==> config.mk <==
export PLATFORM = sky130hd
export DESIGN_NAME = control_fsm
export DESIGN_NICKNAME = d
export VERILOG_FILES = /design/src/rtl/control_pkg.sv /design/src/rtl/control_fsm.sv
export SDC_FILE = /design/constraint.sdc
export NUM_CORES = 1
export LEC_CHECK = 0
export CORE_AREA = 8 8 45 47
export DETAILED_ROUTE_END_ITERATION = 10
export DIE_AREA = 0 0 53 55
export PLACE_DENSITY_LB_ADDON = 0.25
export SYNTH_ARGS = -nofsm -noshare
export SYNTH_HDL_FRONTEND = slang
export SYNTH_SLANG_ARGS = --single-unit
==> constraint.sdc <==
create_clock -name clk -period 6.1 [get_ports clk]
set_input_delay 1.22 -clock clk [delete_from_list [all_inputs] [get_ports clk]]
set_output_delay 1.22 -clock clk [all_outputs]
set_load 0.005 [all_outputs]
==> src/rtl/control_pkg.sv <==
// Shared state enumeration and constants for the control_fsm sequencer.
package control_pkg;

   localparam int unsigned NUM_STATES = 14;

   typedef enum logic [3:0] {
      S_T0  = 4'd0,
      S_T1  = 4'd1,
      S_T2  = 4'd2,
      S_T3  = 4'd3,
      S_T4  = 4'd4,
      S_T5  = 4'd5,
      S_T6  = 4'd6,
      S_T7  = 4'd7,
      S_T8  = 4'd8,
      S_T9  = 4'd9,
      S_T10 = 4'd10,
      S_T11 = 4'd11,
      S_T12 = 4'd12,
      S_T13 = 4'd13
   } state_e;

endpackage

==> src/rtl/control_fsm.sv <==
// Password / fire / AC control sequencer with one-hot state outputs.
// Optional macro CTRL_STATE_OUT_EN adds the binary state_code output.
module control_fsm
   import control_pkg::*;
(
   input  logic       clk,
   input  logic       reset,
   input  logic       load,
   input  logic       p,
   input  logic       f,
   input  logic       d,
   input  logic       pm,
   input  logic       ptl,
   input  logic       dtl,
   input  logic       pt,
   input  logic       pp,
   input  logic       tl,
   input  logic       rh,
   output logic       t0,
   output logic       t1,
   output logic       t2,
   output logic       t3,
   output logic       t4,
   output logic       t5,
   output logic       t6,
   output logic       t7,
   output logic       t8,
   output logic       t9,
   output logic       t10,
   output logic       t11,
   output logic       t12,
   output logic       t13
`ifdef CTRL_STATE_OUT_EN
   ,
   output logic [3:0] state_code
`endif
);

   state_e state_q;
   state_e state_d;

   always_ff @(posedge clk or negedge reset) begin
      if (!reset) begin
         state_q <= S_T0;
      end else if (load) begin
         state_q <= state_d;
      end
   end

   always_comb begin
      state_d = state_q;
      unique case (state_q)
         S_T0: begin
            if (p)      state_d = S_T1;
            else if (f) state_d = S_T8;
            else if (d) state_d = S_T10;
         end
         S_T1:  state_d = S_T2;
         S_T2: begin
            if (pm)       state_d = S_T5;
            else if (ptl) state_d = S_T3;
         end
         S_T3:  state_d = S_T4;
         S_T4:  state_d = S_T0;
         S_T5:  state_d = S_T6;
         S_T6:  if (dtl) state_d = S_T7;
         S_T7:  state_d = S_T4;
         S_T8:  if (pt) state_d = S_T9;
         S_T9:  state_d = S_T4;
         S_T10: if (pp && tl) state_d = S_T11;
         S_T11: state_d = S_T12;
         S_T12: if (rh) state_d = S_T13;
         S_T13: state_d = S_T4;
         // Encodings 14/15 are unreachable; recover to idle.
         default: state_d = S_T0;
      endcase
   end

   assign t0  = (state_q == S_T0);
   assign t1  = (state_q == S_T1);
   assign t2  = (state_q == S_T2);
   assign t3  = (state_q == S_T3);
   assign t4  = (state_q == S_T4);
   assign t5  = (state_q == S_T5);
   assign t6  = (state_q == S_T6);
   assign t7  = (state_q == S_T7);
   assign t8  = (state_q == S_T8);
   assign t9  = (state_q == S_T9);
   assign t10 = (state_q == S_T10);
   assign t11 = (state_q == S_T11);
   assign t12 = (state_q == S_T12);
   assign t13 = (state_q == S_T13);

`ifdef CTRL_STATE_OUT_EN
   assign state_code = state_q;
`endif

endmodule

==> flow_summary.toml <==
[timing]
rsz_0062_raised_after_global_routing = "false"
setup_viol_count_final = 0
final-max-slew-violation-count = 0
layout_setup_ws_ns = 2.951
maxClockFrequency_ghz = 0.3175
timing.slew.headroom_pct = 67.47
skew_ns = 0.003007
timing_hold_violations_final = 0
fin_crit_sh_pct = 51.63
period_needed_ns = 3.149
totalNegativeSetupSlack_ns = 0
worst_slew_pin_slew_ns = 0.4880

[worst_setup_path]
critical_path.n_buffers_inverters = 2
crit_path_cell_trace = "or4_4 > inv_1 > clkdlybuf4s50_1"
critPathRequiredTime_ns = 4.88
crit_slowest_cell = "or4_4"
reg2reg_setup_slack_ns = 3.89
path_delay_family = "simple AND/OR/NAND/NOR gates"
critPathMaxStageDelay_ns = 0.60
arrival_time_reported_for_the_critical_path_endpoint_ns = 1.93
timing_worst_setup_path_type = "reg -> out"
crit_fanout = 17
crit_path_start_kind = "flop"
critical_path.endpoint_type = "output port"

[place]
dpl_worst_slack_ns = 3.192
gp_congestion = 0.8092
port_buffers = 26
place.detailed.hpwl_mm = 1.146

[yosys]
ys_ff_latch = 4
syn-num-nets = 77
synth_cells = 64
synth_seq_area_share_pct = 21.98
synth.area.top_cells = "dfrtp_1 22%, nor2_1 9.9%, nand2_1 4.9%"
synth.lib_cells_used.distinct = 27
synthesis.area_um2 = 455.4
synth_area_per_cell_um2 = 7.116
yosys.area.top_type_share_pct = 21.98
yosys.area.top_type = "dfrtp_1"
yosysWarnings = 0

[run_status]
run_status = "complete, no violations"

[global_routing]
grtUsageTotal_pct = 10.02
number_of_global_route_vias_before_repair = 496
grt_start_max_net_pins = 18
antenna_found_initial = 0
grt.overflow.total = 0
grt_pass1_wl_mm = 2.318

[clock_tree]
cts_resized = 0
postCtsSetupBuffers = 0
cts_tree = "done"
clock_sink_count = 4
worstSkewPairLatency_ns = 0.23
clk_path_buf_depth = 2
cts_hold_buf = 0
cts-htree-levels = 1
clk_pin_slew_ns = 0.04
tritoncts.num_buffers = 3
cts_root_cell = "clkbuf_4"

[die]
die_height_um = 55
die_width_um = 53
top_level_ports = 27
initial_utilization_pct = 32.91
placementRows = 14
floorplan.die_area_mm2 = 0.002915
fp.coreArea_mm2 = 0.001384

[routing]
drtAntennaViolNets = 0
initialDrtViolationCount = 10
routed-via-count = 549
vias_per_cell = 5.229
detail_route.wirelength_mm = 1.465
first_pass_iters = 4
routedWlPerCell_um = 13.95
detail_route.drc_violations = 0

[run]
cap_violations = 0

[final_layout]
area_delta_synth_final_pct = 63.19
antenna-diode-count = 0
drive_above_1_share_pct = 10.11
finalNetCount = 104
final_core_utilization_pct = 53.71
max_flop_register = "state_q"
largest_register_ff_count = 4
largestRegisters = "state_q (4)"

[power_and_ir_drop]
power_density_mw_per_mm2 = 392.0
power.leakage_nw = 0.2731
power.ir.vdd_worst_mv = 0.2411

[worst_hold_path]
hold_class = "reg -> reg"
-- power by group --
part	total [mW]	switching, mW	internal, mW	leakage, nW
Clock	0.0326	0.0106	0.0220	0.0138
Combinational	0.176	0.0754	0.101	0.209
Sequential	0.0825	0.0444	0.0382	0.0504
Total	0.291	0.130	0.161	0.273
-- cell usage in the layout, fill, tap and decap left out, drive strengths merged, types with 2 or more instances in the layout --
cell and count:
nand2 6, nor3 4, nor2 13, a21oi 4, o21ai 5, dfrtp 4, or4 3, inv 4
clkdlybuf4s50 26, clkbuf 3, nand2b 2, nor3b 2
-- layout make-up --
cell class | count | area (um^2)
fill | 146 | 640.6
timing repair buffer | 26 | 260.3
clock buffer | 3 | 22.52
inverter | 4 | 15.01
multi-input combinational | 52 | 325.3
tap | 16 | 20.02
sequential | 4 | 100.1
-- tightest hold or removal path: cells and delay by family (launching register included) --
family	cells	cell delay (ns)
AO/OA/AOI/OAI	1	0.07
flip-flops	1	0.53
AND/OR/NAND/NOR	1	0.11
-- routing by layer --
metal,part of all wire (%),track usage [%],up-vias
met1,47,13.13,248
met5,0,0,-
met3,5.5,0.5348,3
met2,46,16.21,20
li1,-,-,278
met4,1.2,5.172,0
-- cells in the mapped netlist, drive strengths merged --
| master | number |
|---|---|
| a211oi | 1 |
| a21boi | 1 |
| a21oi | 4 |
| a22oi | 1 |
| a311o | 1 |
| a31oi | 1 |
| clkbuf | 4 |
| dfrtp | 4 |
| inv | 4 |
| mux2 | 1 |
| mux2i | 1 |
| nand2 | 6 |
| nand2b | 2 |
| nand4 | 1 |
| nor2 | 13 |
| nor2b | 1 |
| nor3 | 4 |
| nor3b | 2 |
| nor4b | 1 |
| nor4bb | 1 |
| o21ai | 5 |
| o41a | 1 |
| or2 | 1 |
| or4 | 3 |
-- final timing paths --
check	end	cells past startpoint	start
hold reg to reg	state_q[0]	2	state_q[0]
setup reg to reg	state_q[1]	4	state_q[1]
setup / recovery	t0	3	state_q[1]
min in group asynchronous	state_q[0]	1	reset
max in group asynchronous	state_q[3]	1	reset
hold / removal	state_q[0]	2	state_q[0]
-- stage by stage --
step	std cells	hold WS [ns]	area, um^2	power (mW)
after global placement	102	0.7644	720.7	0.2605
after detailed placement	102	0.7519	720.7	0.2625
after floorplan	64	0.6010	455.4	0.1872
final	105	0.7514	743.2	0.2913
after global routing	105	0.8115	743.2	0.3197
after CTS	105	0.7574	743.2	0.2967
-- kinds of logic (layout without fill, tap and decap cells) --
logic type             count (synthesis)  count (layout)  share of synthesized area, %
AO/OA/AOI/OAI                         15              15                         21.98
multiplexers                           2               2                         4.670
AND/OR/NAND/NOR                       35              35                         44.78
flip-flops                             4               4                         21.98
buffers and inverters                  8              33                         6.591
No activity file was read; power rests on OpenSTA's default activity.
